[src/rtl/tmds_decoder.sv]
// DVI TMDS channel decoder: hunts control tokens across 10 bit-slip offsets, then decodes symbols.
// Aligned word to outputs is two register stages; no backpressure, one symbol accepted every pixel clock.
module tmds_decoder #(
  parameter int LOCK_COUNT   = 8,
  parameter int SEARCH_LIMIT = 2048,
  parameter int CNT_W        = 12
) (
  input  logic       i_pixclk,
  input  logic       i_reset_n,
  input  logic [9:0] i_raw,
  output logic [7:0] o_data,
  output logic       o_de,
  output logic [1:0] o_ctrl,
  output logic       o_locked,
  output logic [3:0] o_offset
);
  localparam int TOK_W = $clog2(LOCK_COUNT + 1);
  localparam logic [CNT_W-1:0] GAP_MAX = CNT_W'(SEARCH_LIMIT - 1);
  localparam logic [TOK_W-1:0] TOK_MAX = TOK_W'(LOCK_COUNT - 1);

  typedef enum logic {SEARCH, LOCKED} state_t;

  state_t           state_q, state_d;
  logic [3:0]       offset_q, offset_d;
  logic [TOK_W-1:0] tok_cnt_q, tok_cnt_d;
  logic [CNT_W-1:0] gap_cnt_q, gap_cnt_d;
  logic [9:0]       prev_q, w_q, w_d;
  logic [19:0]      cat;
  logic             is_tok;
  logic [1:0]       tok_val;
  logic [7:0]       sym, dec;
  logic [7:0]       data_q, data_d;
  logic             de_q, de_d;
  logic [1:0]       ctrl_q, ctrl_d;

  // Bit 0 of the concatenation is the oldest received bit.
  assign cat = {i_raw, prev_q};

  always_comb begin
    w_d = cat[9:0];
    for (int k = 1; k < 10; k++) begin
      if (offset_q == 4'(k)) w_d = cat[k +: 10];
    end
  end

  always_comb begin
    is_tok  = 1'b1;
    tok_val = 2'd0;
    case (w_q)
      10'h354: tok_val = 2'd0;
      10'h0AB: tok_val = 2'd1;
      10'h154: tok_val = 2'd2;
      10'h2AB: tok_val = 2'd3;
      default: is_tok  = 1'b0;
    endcase
  end

  always_comb begin
    sym    = w_q[9] ? ~w_q[7:0] : w_q[7:0];
    dec    = '0;
    dec[0] = sym[0];
    for (int i = 1; i < 8; i++) begin
      dec[i] = w_q[8] ? (sym[i] ^ sym[i-1]) : ~(sym[i] ^ sym[i-1]);
    end
  end

  always_ff @(posedge i_pixclk or negedge i_reset_n) begin
    if (!i_reset_n) begin
      state_q   <= SEARCH;
      offset_q  <= '0;
      tok_cnt_q <= '0;
      gap_cnt_q <= '0;
    end else begin
      state_q   <= state_d;
      offset_q  <= offset_d;
      tok_cnt_q <= tok_cnt_d;
      gap_cnt_q <= gap_cnt_d;
    end
  end

  always_comb begin
    state_d   = state_q;
    offset_d  = offset_q;
    tok_cnt_d = tok_cnt_q;
    gap_cnt_d = gap_cnt_q;
    if (is_tok) begin
      gap_cnt_d = '0;
      if (state_q == SEARCH) begin
        if (tok_cnt_q == TOK_MAX) begin
          state_d   = LOCKED;
          tok_cnt_d = '0;
        end else begin
          tok_cnt_d = tok_cnt_q + 1'b1;
        end
      end
    end else begin
      tok_cnt_d = '0;
      if (gap_cnt_q == GAP_MAX) begin
        gap_cnt_d = '0;
        // A locked link keeps its offset when it falls back to hunting.
        if (state_q == LOCKED) state_d  = SEARCH;
        else                   offset_d = (offset_q == 4'd9) ? 4'd0 : offset_q + 4'd1;
      end else begin
        gap_cnt_d = gap_cnt_q + 1'b1;
      end
    end
  end

  always_comb begin
    data_d = '0;
    de_d   = 1'b0;
    ctrl_d = ctrl_q;
    if (state_q == LOCKED) begin
      if (is_tok) begin
        ctrl_d = tok_val;
      end else begin
        de_d   = 1'b1;
        data_d = dec;
      end
    end
  end

  always_ff @(posedge i_pixclk or negedge i_reset_n) begin
    if (!i_reset_n) begin
      prev_q <= '0;
      w_q    <= '0;
      data_q <= '0;
      de_q   <= 1'b0;
      ctrl_q <= '0;
    end else begin
      prev_q <= i_raw;
      w_q    <= w_d;
      data_q <= data_d;
      de_q   <= de_d;
      ctrl_q <= ctrl_d;
    end
  end

  assign o_data   = data_q;
  assign o_de     = de_q;
  assign o_ctrl   = ctrl_q;
  assign o_locked = (state_q == LOCKED);
  assign o_offset = offset_q;
endmodule
[config.mk]
export PLATFORM = sky130hd
export DESIGN_NAME = tmds_decoder
export DESIGN_NICKNAME = d
export VERILOG_FILES = /design/src/rtl/tmds_decoder.sv
export SDC_FILE = /design/constraint.sdc
export NUM_CORES = 1
export LEC_CHECK = 0
export CORE_AREA = 8 8 123 125
export DETAILED_ROUTE_END_ITERATION = 8
export DIE_AREA = 0 0 131 133
export HOLD_SLACK_MARGIN = 0.1
export PLACE_DENSITY_LB_ADDON = 0.05
export SYNTH_ARGS = -nofsm -noshare
export SYNTH_HDL_FRONTEND = slang
export SYNTH_SLANG_ARGS = --single-unit
[constraint.sdc]
create_clock -name i_pixclk -period 3.5 [get_ports i_pixclk]
set_input_delay 0.7 -clock i_pixclk [delete_from_list [all_inputs] [get_ports i_pixclk]]
set_output_delay 0.7 -clock i_pixclk [all_outputs]
set_load 0.01 [all_outputs]
==> key figures <==
Run status
  • Status: finished clean

Timing
  • Worst Skew: 0.009252 ns
  • Transition time of the tightest slew-check pin: 0.9535 ns
  • Final hold vios: 0
  • Slew headroom: 0.3643
  • Pins Over Slew Limit: 0
  • Endpoints failing setup: 0
  • RSZ-0062 raised after global routing: false
  • Fin Setup TNS: 0 ns
  • FMAX: 404.8 MHz
  • Tcrit/Tclk final: 0.7057
  • Minimum clock period: 2.470 ns

CTS
  • Cts repair resizes: 0
  • # hold bufs at CTS: 0
  • CTS root buf: clkbuf_16
  • Setup Buffers After CTS: 0
  • Clk Latency, worst-skew pair: 0.31 ns
  • Clk buf depth: 2
  • TritonCTS clock tree: built
  • Reg clk slew, reported paths: 0.08 ns
  • Inserted Clock Buffers: 5
  • CTS H-tree depth: 2
  • TritonCTS Sinks: 52

Global routing
  • Largest net degree at the start of global routing: 42
  • Vias in the first global route: 2682
  • Initial antenna violation count: 0
  • Routing usage on met3: 0.02531
  • Met1 usage: 0.1520
  • Met2 usage: 0.1744
  • First-pass GRT wire length: 15430 um
  • Total congestion overflow: 0
  • Busiest grt layer: met2
  • GR Util All Layers: 0.1145

Placement
  • Dpl hpwl: 6719 um
  • Placer Congestion: 0.8360
  • Port buffer count: 27
  • Dpl cell area: 3646 um^2

Synthesis
  • Predominant post-synthesis flop cell: dfrtp_1
  • Post-synth EDFFs: 0
  • Synth Area in Simple Gates: 0.2012
  • Most common cell in the netlist: dfrtp_1
  • Compound-Gate Fraction of Synth Area: 0.2242
  • Cell taking the most area after synthesis: dfrtp_1
  • Asr flop ratio synth: 1.000
  • List of most frequent post-synthesis cells: dfrtp_1 (52), nor2_1 (40), o21ai_0 (33)
  • Mux share of post-synthesis cell area: 0.04522
  • Register area share after synthesis: 0.4055
  • Synth Area in Adders: 0.007797
  • Main combinational cell family by area after synthesis: compound AO/OA/AOI/OAI gates
  • Unique masters post-synth: 55
  • Top post-synthesis cells by area: dfrtp_1 (41%), o21ai_0 (5.1%), nor2_1 (4.7%)
  • Net Count, Synth: 363
  • Synth Area per Inst: 9.196 um^2
  • Share of the synthesized area in the top cell type: 0.4055
  • Mapped cell area: 3209 um^2
  • Gate Count Post-Synth: 349
  • Synth warn: 0
  • Post-Synth XOR/XNOR Area: 0.06823
  • Synth Register Bits: 52

Run
  • Max-cap violations: 0

Final layout
  • Fillers: 1378
  • Area Overhead vs Synth: 18.28%
  • Layout Nets: 379
  • Diode count: 0
  • Final instance area: 3796 um^2
  • Final core occ: 0.2901
  • Share of layout cells above drive strength 1: 0.1066

Pwr
  • Pleak: 0.001456 uW
  • VDD IR-drop max: 0.1662 mV
  • Total Power: 1433 uW
  • P per Cell Area: 377.4 nW/um^2

Routing
  • Remaining antenna violation count: 0
  • Drt pass-1 iters: 4
  • Starting DRT DRC Count: 325
  • Routed via count: 2671
  • DR WL/cell: 17.24 um
  • DR vias/cell: 4.928
  • Post-Route WL: 9342 um
  • Residual DRC: 0

Setup path
  • Buf+Inv Stages, Crit Path: 2
  • Reg-to-Reg End: w_q[1]$_DFF_PN0_
  • Crit path cell chain: buf_4, clkdlybuf4s50_1
  • CP Data Required Time: 2.80 ns
  • Crit path largest cell delay: 0.63 ns
  • Delay-heaviest family, CP: buffers and inverters
  • Critical path startpoint category: register
  • Worst R2R Setup Slack: 1.13 ns
  • WS Path Type: reg -> out
  • Worst R2R Path Depth: 6
  • Arrival time at the worst endpoint: 1.77 ns
  • CP Max Fanout: 14
  • Worst r2r src: o_offset[1]$_DFFE_PN0P_
  • Critical path capture point type: output port
  • Slowest-stage cell, CP: dfrtp_1

Floorplan
  • Top Ports: 28
  • Area of the core: 13090 um^2
  • Starting density of the core: 0.2453
  • Die width: 131 um
  • Die ar.: 17420 um^2
  • Site Rows: 42
  • Die Y: 133 um

Hold path
  • Hold Crit Class: in -> async
## where the power goes
group / internal [uW] / switching [uW] / total, uW
logic: 93.8 / 96.7 / 190
clock network: 271 / 251 / 522
registers: 653 / 67.4 / 720
## area by class of cell
type	instances	area, um^2	share of cell area
well taps	176	220.2	0.05801
clock buffers	5	125.1	0.03296
clock inverters	3	25.02	0.006592
flip-flops and latches	52	1301	0.3428
inverters	8	30.03	0.007910
repair buffers	37	340.3	0.08965
multi-input cells	261	1754	0.4621
## flip-flops by register name (all words and copies together), names as in the netlist
signal and cells:
gap_cnt_q 12, prev_q 10, w_q 10, o_data 8
o_offset 4, tok_cnt_q 4, o_ctrl 2, o_de 1
o_locked 1
## per-stage QoR
| step | hold WS (ns) | std cells | setup WS (ns) |
|---|---|---|---|
| after floorplan | 0.4044 | 349 | 1.756 |
| after global placement | 0.5278 | 534 | 1.029 |
| after detailed placement | 0.5226 | 534 | 1.134 |
| after CTS | 0.5507 | 542 | 0.9989 |
| after global routing | 0.5770 | 542 | 0.9350 |
| final | 0.5315 | 542 | 1.030 |
## cells by family (layout without fill, tap and decap cells)
group | Yosys count | in the layout
flip-flops | 52 | 52
XOR/XNOR | 25 | 25
AND/OR/NAND/NOR | 114 | 114
adder cells (fa/ha/maj) | 2 | 2
multiplexers | 14 | 14
buffers and inverters | 36 | 53
AO/OA/AOI/OAI | 106 | 106
## per-layer routing
layer	vias up	wire length, um
li1	1312	-
met1	1286	4339
met2	63	4377
met3	10	441
met4	0	183
met5	-	0
## worst max path at each step
stage                                       start               end  slack, ns  cells past startpoint
after floorplan           o_offset[1]$_DFFE_PN0P_  w_q[5]$_DFF_PN0_       1.76                      7
after global placement    o_offset[2]$_DFFE_PN0P_  w_q[3]$_DFF_PN0_       1.03                      5
after detailed placement  o_offset[1]$_DFFE_PN0P_  w_q[1]$_DFF_PN0_       1.13                      6
after CTS                 o_offset[3]$_DFFE_PN0P_       o_offset[3]        1.0                      2
after global routing      o_offset[3]$_DFFE_PN0P_       o_offset[3]       0.94                      2
final                     o_offset[3]$_DFFE_PN0P_       o_offset[3]       1.03                      2
## cell usage in the layout, fill, tap and decap left out, drive strengths merged, types with 5 or more instances in the layout
master and instances:
o21ai 33, nor3 8, dfrtp 52, o221ai 11
nor2 40, o22a 5, xnor2 17, mux2i 10
buf 11, o22ai 6, nor2b 13, a21oi 15
clkbuf 5, xor2 8, inv 10, nand2 14
nand3 9, clkdlybuf4s50 26
Power figures use the tool's default switching activity.
